**src/rtl/lsu_mem_ctrl.sv**
```systemverilog
// Single-outstanding load/store controller between execute and the DPI data port.
// Handles alignment checking, timed read/write enables and load byte extraction.
module lsu_mem_ctrl #(
  parameter int unsigned MEM_LAT = 1
) (
  input  logic        iClock,
  input  logic        iReset,
  input  logic        iReqValid,
  output logic        oReqReady,
  input  logic        iReqWrEn,
  input  logic [63:0] iReqAddr,
  input  logic [63:0] iReqWrData,
  input  logic [1:0]  iReqSize,
  input  logic        iReqUnsigned,
  output logic        oRespValid,
  input  logic        iRespReady,
  output logic [63:0] oRespData,
  output logic        oRespMisalign,
  output logic        oMemRdEn,
  output logic [63:0] oMemRdAddrLoad,
  input  logic [63:0] iMemRdDataLoad,
  output logic        oMemWrEn,
  output logic [63:0] oMemWrAddr,
  output logic [63:0] oMemWrData,
  output logic [7:0]  oMemWrLen
);

  typedef enum logic [1:0] {IDLE, READ, WRITE, RESP} state_t;

  state_t      r_state, w_next;
  logic [3:0]  r_cnt;
  logic [2:0]  r_off;
  logic [1:0]  r_size;
  logic        r_uns;
  logic        w_mis;

  logic        r_rd_en, r_wr_en, r_resp_valid, r_resp_mis;
  logic [63:0] r_rd_addr, r_wr_addr, r_wr_data, r_resp_data;
  logic [7:0]  r_wr_len;

  function automatic logic [63:0] mask_sz(input logic [63:0] d, input logic [1:0] sz);
    case (sz)
      2'd0:    mask_sz = {56'd0, d[7:0]};
      2'd1:    mask_sz = {48'd0, d[15:0]};
      2'd2:    mask_sz = {32'd0, d[31:0]};
      default: mask_sz = d;
    endcase
  endfunction

  function automatic logic [63:0] extract(input logic [63:0] d, input logic [2:0] off,
                                          input logic [1:0] sz, input logic uns);
    logic [63:0] s;
    s = d >> {off, 3'b000};
    case (sz)
      2'd0:    extract = uns ? {56'd0, s[7:0]}  : {{56{s[7]}},  s[7:0]};
      2'd1:    extract = uns ? {48'd0, s[15:0]} : {{48{s[15]}}, s[15:0]};
      2'd2:    extract = uns ? {32'd0, s[31:0]} : {{32{s[31]}}, s[31:0]};
      default: extract = s;
    endcase
  endfunction

  always_comb begin
    case (iReqSize)
      2'd0:    w_mis = 1'b0;
      2'd1:    w_mis = iReqAddr[0];
      2'd2:    w_mis = |iReqAddr[1:0];
      default: w_mis = |iReqAddr[2:0];
    endcase
  end

  always_ff @(posedge iClock or negedge iReset) begin
    if (!iReset) r_state <= IDLE;
    else         r_state <= w_next;
  end

  always_comb begin
    w_next = r_state;
    case (r_state)
      IDLE:  if (iReqValid) w_next = w_mis ? RESP : (iReqWrEn ? WRITE : READ);
      READ:  if (r_cnt == 4'd1) w_next = RESP;
      WRITE: w_next = RESP;
      RESP:  if (iRespReady) w_next = IDLE;
      default: w_next = IDLE;
    endcase
  end

  // Memory-side address/data only move on the edges where their enables move.
  always_ff @(posedge iClock or negedge iReset) begin
    if (!iReset) begin
      r_cnt        <= '0;
      r_off        <= '0;
      r_size       <= '0;
      r_uns        <= 1'b0;
      r_rd_en      <= 1'b0;
      r_rd_addr    <= '0;
      r_wr_en      <= 1'b0;
      r_wr_addr    <= '0;
      r_wr_data    <= '0;
      r_wr_len     <= '0;
      r_resp_valid <= 1'b0;
      r_resp_data  <= '0;
      r_resp_mis   <= 1'b0;
    end else begin
      case (r_state)
        IDLE: if (iReqValid) begin
          if (w_mis) begin
            r_resp_valid <= 1'b1;
            r_resp_mis   <= 1'b1;
            r_resp_data  <= '0;
          end else if (iReqWrEn) begin
            r_wr_en   <= 1'b1;
            r_wr_addr <= iReqAddr;
            r_wr_data <= mask_sz(iReqWrData, iReqSize);
            r_wr_len  <= 8'(1) << iReqSize;
          end else begin
            r_rd_en   <= 1'b1;
            r_rd_addr <= {iReqAddr[63:3], 3'b000};
            r_cnt     <= 4'(MEM_LAT);
            r_off     <= iReqAddr[2:0];
            r_size    <= iReqSize;
            r_uns     <= iReqUnsigned;
          end
        end
        READ: begin
          r_cnt <= r_cnt - 4'd1;
          if (r_cnt == 4'd1) begin
            r_rd_en      <= 1'b0;
            r_rd_addr    <= '0;
            r_resp_valid <= 1'b1;
            r_resp_mis   <= 1'b0;
            r_resp_data  <= extract(iMemRdDataLoad, r_off, r_size, r_uns);
          end
        end
        WRITE: begin
          r_wr_en      <= 1'b0;
          r_wr_addr    <= '0;
          r_wr_data    <= '0;
          r_wr_len     <= '0;
          r_resp_valid <= 1'b1;
          r_resp_mis   <= 1'b0;
          r_resp_data  <= '0;
        end
        RESP: if (iRespReady) begin
          r_resp_valid <= 1'b0;
          r_resp_mis   <= 1'b0;
          r_resp_data  <= '0;
        end
        default: ;
      endcase
    end
  end

  assign oReqReady      = (r_state == IDLE);
  assign oRespValid     = r_resp_valid;
  assign oRespData      = r_resp_data;
  assign oRespMisalign  = r_resp_mis;
  assign oMemRdEn       = r_rd_en;
  assign oMemRdAddrLoad = r_rd_addr;
  assign oMemWrEn       = r_wr_en;
  assign oMemWrAddr     = r_wr_addr;
  assign oMemWrData     = r_wr_data;
  assign oMemWrLen      = r_wr_len;

endmodule

```
**config.mk**
```make
export PLATFORM = sky130hd
export DESIGN_NAME = lsu_mem_ctrl
export DESIGN_NICKNAME = d
export VERILOG_FILES = /design/src/rtl/lsu_mem_ctrl.sv
export SDC_FILE = /design/constraint.sdc
export NUM_CORES = 1
export LEC_CHECK = 0
export CAP_MARGIN = 20
export CORE_AREA = 3 3 179 181
export CTS_CLUSTER_SIZE = 12
export DETAILED_ROUTE_END_ITERATION = 10
export DIE_AREA = 0 0 182 184
export GPL_TIMING_DRIVEN = 0
export HOLD_SLACK_MARGIN = 0.06
export PLACE_DENSITY_LB_ADDON = 0.1
export SKIP_LAST_GASP = 1
export SLEW_MARGIN = 20
export SYNTH_ARGS = -nofsm -noshare
export SYNTH_HDL_FRONTEND = slang
export SYNTH_SLANG_ARGS = --single-unit
```
**constraint.sdc**
```tcl
create_clock -name iClock -period 4.8 [get_ports iClock]
set_clock_uncertainty 0.15 [all_clocks]
set_input_delay 0.72 -clock iClock [delete_from_list [all_inputs] [get_ports iClock]]
set_output_delay 0.72 -clock iClock [all_outputs]
set_load 0.01 [all_outputs]
```
Yosys cells after proc, flatten, opt, wreduce, memory -nomap -nowiden. Cells that the tools add are included. W data, S select, Z words.

Bits in registers: 280. Bits in latches: 0. Bits in writable memories: 0. Bits in read-only memories: 0. Input port bits: 200. Output and inout port bits: 269. Word-level logic and storage cells: 100. Memories: 0.

$add $sub $neg: 1. Multipliers: 0. Divide/modulo/power cells: 0. Order comparisons: 0. Equal/unequal tests: 15. Shifts and indexed selects: 2. Mux-type cells: 53. Bitwise logic cells: 2. Reductions and logical operators: 13.

Operators by type and width (count): $mux W64 (17); $pmux W64 S2 (3); $pmux W64 S3 (2); $pmux W64 S4 (1); $shr A64 B6 Y64 (1); $mux W8 (3); $pmux W8 S2 (1); $reduce_and A4 Y1 (4); $mux W4 (3); $mux W1 (11); $mux W2 (5); $ne A2 B2 Y1 const B (5); $eq A2 B2 Y1 const B (4); $pmux W1 S4 (2); $pmux W2 S4 (1); $pmux W4 S2 (1); $shl A1 B2 Y8 const A (1); $eq A2 B1 Y1 const B (3); $logic_not A2 Y1 (3); $reduce_and A5 Y1 (1); $eq A4 B1 Y1 const B (1); $ne A2 B1 Y1 const B (2); $pmux W1 S2 (2); $reduce_bool A2 Y1 (2); other kinds (6) (7).

Depth between registers and ports, before layout. Gate-level depths: netlist (run 1).

Word-level depth: 6. Gate-level depth with buffers: 11. Mapped depth without buffers: 7.

Worst setup path before layout (run 1). Ideal clock, no wire load.

Path kind: reg2reg. Start point: register r_state[0]. End point: register r_wr_data[53], in the netlist oMemWrData[53]. Setup time: 0.065 ns. Data arrival time: 2.234 ns. Data required time: 4.585 ns. Slack: 2.350 ns. Stages on the path, launching flop included: 10. Buffers on the path: 3. Period minus slack after synthesis: 2.450 ns. Cell sequence: dfrtp_1 inv_1 ha_1 clkbuf_1 o211ai_1 nor4_2 and2_1 clkbuf_1 buf_2 a22o_1.

Word-level cells in the longest chain between the ends: 3. Elaborated cells on any way between the ends: 8. Those cells by class: eq/ne (4); mux (1); reduce/logical (3).

RTL lines: start, declared (RTL line 30) `state_t r_state, w_next;`; start signal, assigned (RTL line 73) `else r_state <= w_next;`; $logic_not A2 Y1 *; via oReqReady (RTL line 9) `output logic oReqReady,`; $ne A2 B2 Y1 (no source line), or another cell as far along; $reduce_and A4 Y1 (no source line); end signal, assigned (RTL line 113) `r_wr_data <= mask_sz(iReqWrData, iReqSize);`; end, declared (RTL line 38) `logic [63:0] r_rd_addr, r_wr_addr, r_wr_data, r_resp_data;`.

Mark *: on every way through the listed nets, which the timed path passes. The rest lies on a longest branch. A chain may end at the register's enable or synchronous reset.

Worst setup path in the final report (run 1).
Start point: register r_state[0]. End point: register r_wr_data[7], in the netlist oMemWrData[7].

Word-level cells in the longest chain between the ends: 3. Elaborated cells on any way between the ends: 8. Those cells by class: eq/ne (4); mux (1); reduce/logical (3).

RTL lines: $logic_not A2 Y1 / $eq A2 B2 Y1 (equally long branches) (RTL line 104) `case (r_state)`; $ne A2 B2 Y1 (no source line), or another cell as far along; $reduce_and A4 Y1 (no source line).

Several ways; a longest one is shown, not always the timed one.

==> impl_metrics.ini, run 1 <==
[placement]
dp_hpwl_mm = 33.9
port_buffers = 461
place_inst = 1958
gp_congestion = 0.946

[clock_network]
cts_resized = 0
cts_setup_buffers = 0
clk_pin_slew_ps = 60
cts_root_buf = clkbuf_16
cts_buffers = 30
cts_sinks = 273
cts_tree = yes
htreeDepth = 1
clock_latency_ps = 560
clock_path_buffers = 3
holdBufCountCts = 1

[global_routing]
grt_overflow = 0
grt_max_degree = 98
grt_pass1_vias = 11310
antenna_found_initial = 1
grt_pass1_wl_mm = 67.5
grt_usage_pct = 25.7

[synth]
synthAdderAreaFrac_pct = 0.615
syn_avg_cell_area_um2 = 11.2
synth-async-reset-ratio_pct = 100
muxShareOfSynthArea_pct = 7.16
synth_area_leaders = dfrtp_1 (56%), a22o_1 (9.8%), nand2_1 (5.7%)
synth_top_area_share_pct = 56.0
synth_compound_area_share_pct = 23.7
synthFlopType = dfrtp_1
synth_top_family_by_area = compound AO/OA/AOI/OAI gates
ys_seq_area_share_pct = 56.0
synth-simple-area-share_pct = 7.98
netlist_area_mm2 = 0.0122
ys_ff_latch = 273
synth_edf_count = 0
yosysWarnings = 0
synth_xor_area_share_pct = 0
synthCells = 1092
yosysTopAreaCell = dfrtp_1
yosysUniqueCellTypes = 59

[timing]
fin_crit_ps = 3410
fin_crit_sh_pct = 71.1
hold_violations = 0
finalSetupViolCount = 0
fmax_ghz = 0.293
timing.slew.headroom_pct = 30.0
rsz0062_at_grt = no
drv_slew = 0
worst_pin_slew_ps = 1050
hold_ws_ps = 326

[floorplan]
row_count = 64
die_y_um = 184
dieArea_mm2 = 0.0335
coreArea_mm2 = 0.0306
die_x_um = 182
ios = 469
start_util_pct = 39.9

[status]
status = finished clean

[setup_path]
critPathBufInv = 5
critical_path.top_delay_family = buffers and inverters
cp_slowest_cell = a22oi_1
critPathCaptureType = flop
crit_type = flop to flop
crit_chain = inv_1, ha_1, clkbuf_1, inv_1, a22oi_1, clkbuf_1, clkbuf_1, a22o_1
crit_required_ps = 5140
worstPathMaxFanout = 10
crit_path_start_kind = flop
worst_path_most_repeated_cell = clkbuf_1
crit_arrival_ps = 3760
max_stage_delay_ps = 860

[cells_and_area]
layout.cells.most_common = clkdlybuf4s50_1
drive_above_1_share_pct = 8.97
fin_util_pct = 60.2
syn2layout_area_growth_pct = 50.9
nNetsFinal = 1801
final_cell_mix = clkdlybuf4s50_1 (460), dfrtp_1 (273), nand2_1 (184)
fillers = 2640
fin_cells = 2013

[route]
ant_nets = 0
wirelength_mm = 44.7
drtIter0Drc = 655
wl_per_cell_um = 22.2
vias_per_cell = 5.44
firstDrtPassIters = 5
drc = 0
route.vias.total = 10952

[run]
cap_violations = 0

[power_and_ir_drop]
power.leakage_nw = 8.02
peakVddDrop_mv = 0.315
power.density_mw_per_mm2 = 630

[min_path]
hold_class = flop to flop
cell type report:
class,instances,area (um2),share of cell area (%)
diodes,1,2.50,0.0136
plain buffers,107,508,2.76
clock buffers,45,887,4.82
clock inverters,8,82.6,0.449
inverters,12,45.0,0.245
multi-input cells,706,4840,26.3
flip-flops and latches,273,6830,37.1
well taps,396,495,2.69
repair buffers,465,4710,25.6
worst min-delay path, delay by kind of cell, from the launching register on:
| kind | cells | cell delay (ps) |
|---|---|---|
| AOI/OAI and AO/OA | 1 | 60 |
| and+or+nand+nor | 1 | 40 |
| DFF | 1 | 340 |
worst paths after layout:
path	from	to	slack, ps	cells past startpoint
worst max-delay path	r_state[0]$_DFFE_PN0P_	oMemWrData[7]$_DFFE_PN0P_	1390	8
worst min-delay path	oMemRdAddrLoad[51]$_DFFE_PN0P_	oMemRdAddrLoad[51]$_DFFE_PN0P_	330	2
worst max register to register	r_state[0]$_DFFE_PN0P_	oMemWrData[7]$_DFFE_PN0P_	1390	8
worst min register to register	oMemRdAddrLoad[51]$_DFFE_PN0P_	oMemRdAddrLoad[51]$_DFFE_PN0P_	330	2
max in group asynchronous	iReset	oMemWrData[32]$_DFFE_PN0P_	3160	3
min in group asynchronous	iReset	oRespData[53]$_DFFE_PN0P_	510	2
through the flow:
stage | setup slack, ps | total power, mW | cell area [um2] | TNS [ps]
final | 1390 | 11.6 | 18400 | 0
after global routing | 1130 | 12.3 | 18400 | 0
after CTS | 1330 | 11.7 | 18400 | 0
after detailed placement | 769 | 9.34 | 17400 | 0
after global placement | -9330 | 9.26 | 17300 | -2535700
after floorplan | 2350 | 6.51 | 12200 | 0
synthesized netlist by cell type (2+ instances only):
cell / count
o221ai_1: 7
buf_4: 8
a221o_1: 7
nor2b_1: 7
a32o_1: 21
mux2i_1: 31
o2bb2ai_1: 6
a32oi_1: 10
and3_1: 2
and2_1: 6
clkbuf_1: 68
a22oi_1: 8
buf_2: 16
a21oi_1: 26
buf_6: 5
buf_1: 7
o22ai_1: 2
ha_1: 6
o211ai_1: 9
o21ai_0: 126
nand2_1: 184
nand2b_1: 4
a21o_1: 4
clkbuf_2: 2
inv_1: 11
a31oi_1: 3
o31ai_2: 13
a211oi_1: 2
nor3_1: 5
a22o_1: 136
mux2_2: 34
mux4_2: 8
nor2_1: 10
dfrtp_1: 273
layer usage:
layer / up-vias / GRT usage, % / part of all wire [%]
met4: 0 / 5.42 / 1.9
met5: - / 0 / 0
met3: 54 / 6.05 / 8.0
met2: 446 / 43.4 / 48
li1: 5017 / - / -
met1: 5435 / 33.9 / 42
registers in the layout, indices dropped and copies added, names as in the netlist:
name and flops:
oMemWrData 64, r_state 2, r_uns 1, r_size 2
oMemWrAddr 64, r_cnt 4, oMemRdEn 1, oRespMisalign 1
oMemWrEn 1, oMemRdAddrLoad 61, oRespValid 1, oRespData 64
r_off 3, oMemWrLen 4
power by group:
part	internal [mW]	switching [mW]	total [mW]
clock network	1.32	0.948	2.27
logic	2.63	3.17	5.79
registers	3.07	0.461	3.53
total	7.02	4.58	11.6
logic make-up after synthesis:
| logic type | count (synthesis) |
|---|---|
| AOI/OAI and AO/OA | 390 |
| DFF | 273 |
| and+or+nand+nor | 230 |
| buffers and inverters | 119 |
| muxes | 73 |
| adders and majority gates | 6 |
| other | 1 |
Power figures use the tool's default switching activity.
==> inputs of run 2 (changes only) <==
CORE_AREA = 3 3 181 183   (was 3 3 179 181)
DIE_AREA = 0 0 184 186   (was 0 0 182 184)
clock period = 3.2 ns   (was 4.8 ns; I/O delays follow)
==> impl_metrics.ini, run 2 (synthesis gave the netlist of run 1 again) <==
[global_routing]
grt_usage_pct = 24.9
grt_pass1_vias = 11221
grt_pass1_wl_mm = 66.0
grt_overflow = 0
antenna_found_initial = 5
grt_max_degree = 86

[power_and_ir_drop]
power.leakage_nw = 8.08
power.density_mw_per_mm2 = 943
peakVddDrop_mv = 0.511

[placement]
gp_congestion = 0.980
dp_hpwl_mm = 33.6
port_buffers = 461
placed_area_mm2 = 0.0174

[floorplan]
ios = 469
die_y_um = 186
row_count = 65
coreArea_mm2 = 0.0314
dieArea_mm2 = 0.0342
die_x_um = 184
start_util_pct = 38.9

[clock_network]
clk_pin_slew_ps = 60
cts_root_buf = clkbuf_16
cts_buffers = 31
clock_latency_ps = 560
htreeDepth = 1
clock_path_buffers = 3
cts_tree = yes
cts_sinks = 273

[setup_path]
crit_path_start_kind = flop
critPathCaptureType = flop
crit_required_ps = 3550
worstPathMaxFanout = 10
crit_arrival_ps = 3260
crit_type = flop to flop

[route]
wirelength_mm = 44.4
vias_per_cell = 5.39
ant_nets = 0
route.vias.total = 10940
firstDrtPassIters = 6
drc = 0
drtIter0Drc = 575
wl_per_cell_um = 21.9

[timing]
rsz0062_at_grt = no
fmax_ghz = 0.343
fin_crit_sh_pct = 91.1
drv_slew = 0
finalSetupViolCount = 0
hold_ws_ps = 267
worst_pin_slew_ps = 863
timing.slew.headroom_pct = 42.0
fin_crit_ps = 2910
hold_violations = 0

[min_path]
hold_class = input port to asynchronous set/reset pin

[status]
status = finished clean

[cells_and_area]
multi_input_comb_area_mm2 = 0.00486
nNetsFinal = 1804
final_cell_area_mm2 = 0.0185
drive_above_1_share_pct = 10.1
syn2layout_area_growth_pct = 51.7
final_cell_mix = clkdlybuf4s50_1 (460), dfrtp_1 (273), nand2_1 (184)
layout.area.seq_mm2 = 0.00683
fillers = 2751
layout.cells.most_common = clkdlybuf4s50_1

[run]
cap_violations = 0
[run 2: worst max-delay path, stage by stage (launching register included)]
cell and delay, ps:
dfrtp_1 410, inv_1 100, ha_1 180, clkbuf_1 290, inv_1 160, a22oi_2 520
clkbuf_2 360, clkbuf_1 440, a22o_1 240
[run 2: path summary, 6_finish.rpt]
kind                                                 from                              to  slack, ps  depth (start not counted)
max                                r_state[0]$_DFFE_PN0P_      oMemWrData[33]$_DFFE_PN0P_        290                          8
min                                                iReset        oRespData[4]$_DFFE_PN0P_        270                          2
max reg2reg                        r_state[0]$_DFFE_PN0P_      oMemWrData[33]$_DFFE_PN0P_        290                          8
min in group iClock        oMemRdAddrLoad[56]$_DFFE_PN0P_  oMemRdAddrLoad[56]$_DFFE_PN0P_        330                          2
max in group asynchronous                          iReset      oMemWrAddr[32]$_DFFE_PN0P_       1490                          4
min reg2reg                oMemRdAddrLoad[56]$_DFFE_PN0P_  oMemRdAddrLoad[56]$_DFFE_PN0P_        330                          2
[run 2: per-layer routing]
layer	wire [um]	share of wire, %	global-route usage, %	vias to the layer above
li1	-	-	-	5037
met1	18400	42	32.7	5375
met2	21000	47	40.6	447
met3	3570	8.1	6.31	79
met4	1310	2.9	8.01	2
met5	8	0.018	0	-
[run 2: repair_timing]
item / CTS / global route
hold buffers: 1 / 0
pin swaps: 0 / 1
gates resized for setup: 2 / 20
endpoints found under the hold margin: 49 / 0
buffers inserted: 0 / 2
endpoints found under the setup margin: 117 / 177
[run 2: where the power goes]
part	total, mW	internal [mW]	switching [mW]
sequential	5.29	4.60	0.692
clock	3.44	2.01	1.43
combinational	8.71	3.95	4.76
[run 2: through the flow]
step | power, mW | utilization [%] | cells | TNS, ps | setup slack (ps)
global route | 18.5 | 58.9 | 2028 | 0 | 60.9
CTS | 17.5 | 58.8 | 2022 | -1520 | -61.5
floorplan | 9.77 | - | 1098 | 0 | 750
global placement | 13.9 | 55.2 | 1961 | -2918340 | -10550
finish | 17.4 | 58.9 | 2028 | 0 | 286
detailed placement | 14.0 | 55.5 | 1964 | -51130 | -520
[run 2: cell type report]
| type | instances | area share (%) |
|---|---|---|
| timing repair buffer | 467 | 25.6 |
| buffer | 107 | 2.81 |
| multi-input combinational | 706 | 26.3 |
| tap | 402 | 2.72 |
| clock buffer | 47 | 5.06 |
| clock inverter | 10 | 0.352 |
| inverter | 12 | 0.243 |
| sequential | 273 | 36.9 |
| antenna | 4 | 0.0541 |
